$ cat config.mk
export PLATFORM = sky130hd
export DESIGN_NAME = table_access_arbiter
export DESIGN_NICKNAME = d
export VERILOG_FILES = /design/src/rtl/table_access_arbiter.sv
export SDC_FILE = /design/constraint.sdc
export NUM_CORES = 1
export LEC_CHECK = 0
export BUFFER_PORTS_ARGS = -buffer_cell sky130_fd_sc_hd__buf_2
export CORE_MARGIN = 5
export CORE_UTILIZATION = 52
export DETAILED_ROUTE_END_ITERATION = 8
export PLACE_DENSITY = 0.75
export SYNTH_ARGS = -nofsm -noshare
export SYNTH_HDL_FRONTEND = slang
export SYNTH_SLANG_ARGS = --single-unit
$ cat constraint.sdc
create_clock -name clk -period 6.9 [get_ports clk]
set_input_delay 0.345 -clock clk [delete_from_list [all_inputs] [get_ports clk]]
set_output_delay 0.345 -clock clk [all_outputs]
set_load 0.1 [all_outputs]
$ cat src/rtl/table_access_arbiter.sv
// Round-robin arbiter sharing a 2-write / 2-read table among NUM_REQ requesters.
// Grants are combinational; the table command is registered; responses are routed back by owner id.
module table_access_arbiter #(
    parameter int NUM_REQ = 4,
    parameter int IDX_W   = 5,
    parameter int DATA_W  = 8
) (
    input  logic                      clk,
    input  logic                      rst,
    input  logic [NUM_REQ-1:0]        req_valid,
    input  logic [NUM_REQ-1:0]        req_we,
    input  logic [NUM_REQ*IDX_W-1:0]  req_index,
    input  logic [NUM_REQ*DATA_W-1:0] req_wdata,
    output logic [NUM_REQ-1:0]        req_ready,
    output logic [NUM_REQ-1:0]        rsp_valid,
    output logic [NUM_REQ*DATA_W-1:0] rsp_data,
    output logic [1:0]                tbl_wr_en,
    output logic [2*IDX_W-1:0]        tbl_index_wr,
    output logic [2*DATA_W-1:0]       tbl_data_wr,
    output logic                      tbl_rd_en,
    output logic [2*IDX_W-1:0]        tbl_index_rd,
    input  logic [2*DATA_W-1:0]       tbl_data_rd
);

    localparam int PTR_W = (NUM_REQ > 1) ? $clog2(NUM_REQ) : 1;

    logic [PTR_W-1:0]             r_rr_ptr;
    logic [PTR_W-1:0]             w_rr_next;
    logic [NUM_REQ-1:0]           w_gnt;
    logic [1:0]                   w_wr_vld;
    logic [1:0][IDX_W-1:0]        w_wr_idx;
    logic [1:0][DATA_W-1:0]       w_wr_data;
    logic [1:0]                   w_rd_vld;
    logic [1:0][IDX_W-1:0]        w_rd_idx;
    logic [1:0][PTR_W-1:0]        w_rd_own;

    logic [1:0]                   r_wr_en;
    logic [1:0][IDX_W-1:0]        r_wr_idx;
    logic [1:0][DATA_W-1:0]       r_wr_data;
    logic                         r_rd_en;
    logic [1:0][IDX_W-1:0]        r_rd_idx;
    logic [1:0]                   r_p1_vld;
    logic [1:0][PTR_W-1:0]        r_p1_own;
    logic [1:0]                   r_p2_vld;
    logic [1:0][PTR_W-1:0]        r_p2_own;

    // Writes are scanned first so a read can be blocked by a write granted later in scan order.
    always_comb begin
        int k;
        int last;
        logic [IDX_W-1:0] idx;
        w_gnt     = '0;
        w_wr_vld  = '0;
        w_wr_idx  = '0;
        w_wr_data = '0;
        w_rd_vld  = '0;
        w_rd_idx  = '0;
        w_rd_own  = '0;
        w_rr_next = r_rr_ptr;
        k         = 0;
        last      = -1;
        idx       = '0;

        for (int j = 0; j < NUM_REQ; j++) begin
            k = int'(r_rr_ptr) + j;
            if (k >= NUM_REQ) k = k - NUM_REQ;
            idx = req_index[k*IDX_W +: IDX_W];
            if (req_valid[k] && req_we[k]) begin
                if (!w_wr_vld[0]) begin
                    w_wr_vld[0]  = 1'b1;
                    w_wr_idx[0]  = idx;
                    w_wr_data[0] = req_wdata[k*DATA_W +: DATA_W];
                    w_gnt[k]     = 1'b1;
                    last         = j;
                end else if (!w_wr_vld[1] && idx != w_wr_idx[0]) begin
                    w_wr_vld[1]  = 1'b1;
                    w_wr_idx[1]  = idx;
                    w_wr_data[1] = req_wdata[k*DATA_W +: DATA_W];
                    w_gnt[k]     = 1'b1;
                    last         = j;
                end
            end
        end

        for (int j = 0; j < NUM_REQ; j++) begin
            k = int'(r_rr_ptr) + j;
            if (k >= NUM_REQ) k = k - NUM_REQ;
            idx = req_index[k*IDX_W +: IDX_W];
            if (req_valid[k] && !req_we[k] &&
                !(w_wr_vld[0] && idx == w_wr_idx[0]) &&
                !(w_wr_vld[1] && idx == w_wr_idx[1])) begin
                if (!w_rd_vld[0]) begin
                    w_rd_vld[0] = 1'b1;
                    w_rd_idx[0] = idx;
                    w_rd_own[0] = PTR_W'(k);
                    w_gnt[k]    = 1'b1;
                    if (j > last) last = j;
                end else if (!w_rd_vld[1]) begin
                    w_rd_vld[1] = 1'b1;
                    w_rd_idx[1] = idx;
                    w_rd_own[1] = PTR_W'(k);
                    w_gnt[k]    = 1'b1;
                    if (j > last) last = j;
                end
            end
        end

        if (last >= 0) begin
            k = int'(r_rr_ptr) + last + 1;
            if (k >= NUM_REQ) k = k - NUM_REQ;
            w_rr_next = PTR_W'(k);
        end
    end

    always_ff @(posedge clk or negedge rst) begin
        if (!rst) begin
            r_rr_ptr  <= '0;
            r_wr_en   <= '0;
            r_wr_idx  <= '0;
            r_wr_data <= '0;
            r_rd_en   <= 1'b0;
            r_rd_idx  <= '0;
            r_p1_vld  <= '0;
            r_p1_own  <= '0;
            r_p2_vld  <= '0;
            r_p2_own  <= '0;
        end else begin
            r_rr_ptr  <= w_rr_next;
            r_wr_en   <= w_wr_vld;
            r_wr_idx  <= w_wr_idx;
            r_wr_data <= w_wr_data;
            r_rd_en   <= |w_rd_vld;
            r_rd_idx  <= w_rd_idx;
            r_p1_vld  <= w_rd_vld;
            r_p1_own  <= w_rd_own;
            r_p2_vld  <= r_p1_vld;
            r_p2_own  <= r_p1_own;
        end
    end

    // Read data arrives while stage 2 holds the owners of the slots it belongs to.
    always_comb begin
        rsp_valid = '0;
        rsp_data  = '0;
        for (int s = 0; s < 2; s++) begin
            if (r_p2_vld[s]) begin
                rsp_valid[r_p2_own[s]]                      = 1'b1;
                rsp_data[int'(r_p2_own[s])*DATA_W +: DATA_W] = tbl_data_rd[s*DATA_W +: DATA_W];
            end
        end
    end

    assign req_ready    = rst ? w_gnt : '0;
    assign tbl_wr_en    = r_wr_en;
    assign tbl_index_wr = r_wr_idx;
    assign tbl_data_wr  = r_wr_data;
    assign tbl_rd_en    = r_rd_en;
    assign tbl_index_rd = r_rd_idx;

endmodule

# Word level (Yosys, flattened, before mapping)
# Cells that the tools add are included.
# totals
reg_bits	53
inputBits	78
out_inout_bits	79
wordCells	294
# classes
addsub	12
multipliers	4
n_lt_le_gt_ge	22
eq_ne	11
shifts	12
n_mux	160
bitwise_logic	9
reduce_logical	49
# ops
op	count
$mux 32	30
$ge 32x1->1 const B	5
$lt 32x4->1 const B	4
$mul 32x4->32 const B	4
$shiftx 20x32->5	4
$shiftx 32x32->8	4
$mux 4	26
$mux 5	20
$mux 8	10
$neg 5->33	2
$shift 8x33->32 const A	2
$shiftx 8x33->32	2
$gt 3x32->1 const A	2
$mux 10	6
$mux 16	3
$eq 5x5->1	8
$mux 2	17
$logic_and 1x1->1	33
$mux 1	33
$add 3x32->32	1
$add 32x2->32 const B	1
$and 32x32->32	1
$bwmux 32	1
$ge 32x4->1 const B	1
other kinds (18)	59

# Logic depth before layout (Yosys ltp)
# depth
depth_word	47
depth_mapped	36
ltp_nobuf	26

# Worst setup path before layout
# OpenSTA, ideal clock, no wires.
# synth_timing
path_kind	flip-flop to output port
start	register r_rr_ptr[1]
end	output req_ready[2]
t_arrival_ns	8.765
required_ns	6.555
slack_ns	-2.210
stages_incl_launch_ff	28
path_buffers	9
cell_sequence	dfrtp_1 -> buf_4 -> buf_4 -> buf_2 -> inv_1 -> clkbuf_1 -> ha_1 -> buf_2 -> buf_1 -> clkbuf_1 -> buf_1 -> and2_1 -> ha_1 -> nand4_1 -> or3_1 -> o221ai_2 -> a21boi_1 -> mux2_2 -> xnor2_1 -> or4_4 -> buf_6 -> a31oi_2 -> a211o_1 -> nand4_1 -> o31ai_4 -> nand2_1 -> a21boi_1 -> o32ai_1
# synth_via
elab_chain_cells	40
elab_cells_between_ends	175
# synth_rtl
item	line	rtl
start: declaration	27	logic [PTR_W-1:0] r_rr_ptr;
start signal: assignment	128	r_rr_ptr <= w_rr_next;
branches (longest 38 deep; another with $mul 32x4->32)	-	
$mux 4 (*)	89	if (req_valid[k] && !req_we[k] &&
$mux 4 (*)	153	assign req_ready = rst ? w_gnt : '0;
end: declaration	14	output logic [NUM_REQ-1:0] req_ready,
# Mark *: on every way between the ends. The select of a mux whose other input is x is not followed.

# Worst setup path after layout
# layout_timing
start	register r_rr_ptr[0]
end	output req_ready[3]
# Same word-level chain as after synthesis.

==> results.toml <==
[logic_synthesis]
synth_ff_type = "dfrtp_1"
synth_cells = 889
avgSynthCellArea_sq_um = 9.07
synth_seq_cells = 53
ys_seq_area_share_pct = 16.4
async_reset_ff_share_pct = 100
ys_types = 94
yosysWarnings = 0
syn_area_sq_um = 8070
synth_enable_flop_cells = 0
syn_nets = 998

[global_routing]
grt_max_degree = 56
grt_pass1_wl_um = 43900
grt_overflow = 0
grt.total_usage_pct = 30.4
antenna_found_initial = 0
grt_pass1_vias = 7836

[timing]
hold_viol_final = 0
fin_crit_ns = 6.71
slew_violations = 0
worst_pin_slew_ns = 1.14
post-route-period-util_pct = 97.2
clock.fmax_mhz = 149
setup_viol = 0
setup_ws_ns = 0.193
rsz0062_at_grt = "true"
maxSlewHeadroom_pct = 23.2
fin_skew_ns = 0.00923

[clock_network]
cts_tree = "done"
cts-hold-fix-buffers = 0
clkTransAtPathRegs_ns = 0.08
clockBufferDepth = 2
cts_max_level = 2
numClockSinks = 53
root_buffer = "clkbuf_16"
cts_made_buffers = 5
insertion_delay_ns = 0.30

[routing]
drtPass1Iterations = 8
drt-initial-drc-count = 852
wl_per_cell_um = 23.3
avgViaCountPerCell = 6.80
ant_nets = 0
vias = 8367
remaining_drc_errors = 0
drt_wl_total_um = 28600

[placement]
dpl.hpwl_um = 22200
dp_slack_ns = 0.292
io_buffers = 156
gp_routability_congestion = 1.05
dp_cells = 1222

[layout]
nFillCells = 1372
layout-drive-gt1-share_pct = 35.8
instances_no_fill = 1231
area_growth_pct = 19.3
final_net_count = 1151
antennaDiodeCount = 0

[setup_path]
crit_path_cell_trace = "clkinvlp_4, buf_4, ha_1, buf_4, nor2_1, ha_4, or2_2, o31a_1, a31oi_2, buf_6, mux2_2, xnor2_1, or4_4, a41oi_2, xnor2_1, a211o_1, o21a_1, or2_1, a222oi_1, a41oi_4, buf_12"
startpoint_type = "flop"
worst_path_max_delay_cell = "or4_4"
crit_arrival_ns = 6.36
r2r_setup_slack_ns = 0.29
critPathRequiredTime_ns = 6.55
worst-setup-path-type = "flop to output port"
reg2regPathDepth = 25
cp_top_family = "compound AO/OA/AOI/OAI gates"
cp_max_fo = 14
cpPeakStageDelay_ns = 0.66
cp-end-kind = "output port"
worstReg2RegStart = "r_rr_ptr[0]"
path_buf_inv = 5
r2r_end = "r_rr_ptr[1]"

[floorplan]
ios = 157
die_w_um = 135
core_area_sq_um = 15200
dieArea_sq_um = 18100
rows = 45
die_y_um = 135
start_util_pct = 53.1

[hold_path]
worstHoldPathType = "input port to async pin"

[job]
maxCapViolations = 0

[outcome]
outcome = "completed"
==> metal layers <==
layer	GRT usage, %	part of all wire [%]	wire (um)
met4	9.22	3.2	906
met3	3.61	10	2900
met1	42.0	40	11400
met2	50.3	47	13400
met5	0	0	0
==> worst reg2reg max path: stages (launching register included) <==
cell and delay [ns]:
dfrtp_4 0.47, clkinvlp_4 0.18, buf_4 0.21, ha_1 0.26, buf_4 0.18, nor2_1 0.22, ha_4 0.30, or2_2 0.36
o31a_1 0.32, a31oi_2 0.25, buf_6 0.21, mux2_2 0.20, xnor2_1 0.09, or4_4 0.66, and4_1 0.23, o31ai_1 0.44
nand4b_1 0.16, nand3_1 0.26, buf_4 0.34, nor2b_1 0.08, a31oi_1 0.20, a21oi_1 0.10, ha_1 0.20, a21oi_1 0.12
a22oi_1 0.11, xnor2_1 0.31
==> flip-flops by register name, summed over array words and instances, names as in the netlist <==
register / flops
tbl_index_wr: 10
tbl_data_wr: 16
tbl_index_rd: 10
tbl_wr_en: 2
r_p1_own: 4
r_p2_vld: 2
r_p2_own: 4
r_p1_vld: 2
r_rr_ptr: 2
tbl_rd_en: 1
==> layout by cell type, fill, tap and decap left out, drive strengths merged, types with 4 or more instances in the layout <==
| master | synthesis | routed |
|---|---|---|
| mux2i | 52 | 52 |
| a211o | 5 | 5 |
| and2 | 7 | 7 |
| xnor2 | 32 | 32 |
| o22ai | 20 | 20 |
| clkbuf | 35 | 5 |
| a21boi | 5 | 5 |
| or3 | 6 | 6 |
| nand2b | 8 | 8 |
| a221oi | 9 | 9 |
| a21o | 4 | 4 |
| a211oi | 13 | 13 |
| a22o | 38 | 38 |
| a2bb2oi | 4 | 4 |
| nor2 | 59 | 59 |
| a31oi | 11 | 11 |
| a22oi | 6 | 6 |
| nand4 | 9 | 9 |
| o21a | 6 | 6 |
| or2 | 5 | 5 |
| nand2 | 74 | 74 |
| mux2 | 30 | 30 |
| o21ai | 48 | 48 |
| nand3 | 21 | 21 |
| xor2 | 12 | 12 |
| dfrtp | 53 | 53 |
| nor4b | 7 | 7 |
| ha | 30 | 30 |
| nor4 | 9 | 9 |
| o31ai | 5 | 5 |
| o211ai | 6 | 6 |
| mux4 | 58 | 58 |
| nor3 | 17 | 17 |
| inv | 33 | 33 |
| nor2b | 11 | 11 |
| buf | 37 | 218 |
| nor3b | 8 | 8 |
| o221ai | 8 | 8 |
| a222oi | 4 | 4 |
| a21oi | 42 | 42 |
==> layout make-up <==
cell class	instances	area, sq um	area share [%]
inverter	33	128	1.33
tap	188	235	2.44
multi-input combinational	731	6460	67.1
timing repair buffer	218	1320	13.7
clock inverter	3	25.0	0.260
sequential	53	1330	13.8
clock buffer	5	125	1.30
==> how the worst max path moves through the flow <==
stage	endpoint	cells after the start	slack (ns)	from
after floorplan	req_ready[3]	27	0.02	r_rr_ptr[1]
after global placement	req_ready[3]	22	0.35	r_rr_ptr[0]
after detailed placement	req_ready[3]	22	0.29	r_rr_ptr[0]
after CTS	req_ready[3]	18	0.009	r_rr_ptr[0]
after global routing	req_ready[3]	22	-0.08	r_rr_ptr[0]
final	req_ready[3]	21	0.19	r_rr_ptr[0]
==> metrics by stage <==
step / TNS, ns / hold WS (ns) / util [%] / instance area (sq um)
4_1_cts: 0 / 0.206 / 62.6 / 9520
3_5_place_dp: 0 / 0.337 / 61.6 / 9360
3_3_place_gp: 0 / 0.333 / 61.6 / 9360
5_1_grt: -0.0780 / 0.229 / 63.3 / 9620
2_1_floorplan: 0 / 0.0494 / - / 8220
6_report: 0 / 0.155 / 63.3 / 9620
==> kinds of logic after synthesis <==
family | Yosys count | synth area share (%)
fa+ha+maj | 32 | 5.03
simple gates | 257 | 16.4
xor+xnor | 44 | 4.78
compound gates | 258 | 24.1
buf+inv | 105 | 6.11
flops | 53 | 16.4
mux | 140 | 27.1
==> repair_timing <==
action,CTS,global route
setup endpoints to repair,1,6
pin swaps,0,4
gates resized for setup,1,23
cloned,0,0
endpoints found under the hold margin,0,0
buffers inserted,0,1
==> cells in the mapped netlist (26+ instances only) <==
cell / number / area, sq um
a21oi_1: 42 / 210
a22o_1: 38 / 333
clkbuf_1: 34 / 128
dfrtp_1: 53 / 1330
ha_1: 30 / 375
inv_1: 33 / 124
mux2_2: 26 / 293
mux2i_1: 50 / 500
mux4_2: 58 / 1310
nand2_1: 74 / 278
nor2_1: 59 / 221
o21ai_0: 40 / 200
xnor2_1: 32 / 280
Power is not shown: default switching activity piles up to over one toggle a cycle in this logic, so the estimate is an artifact.
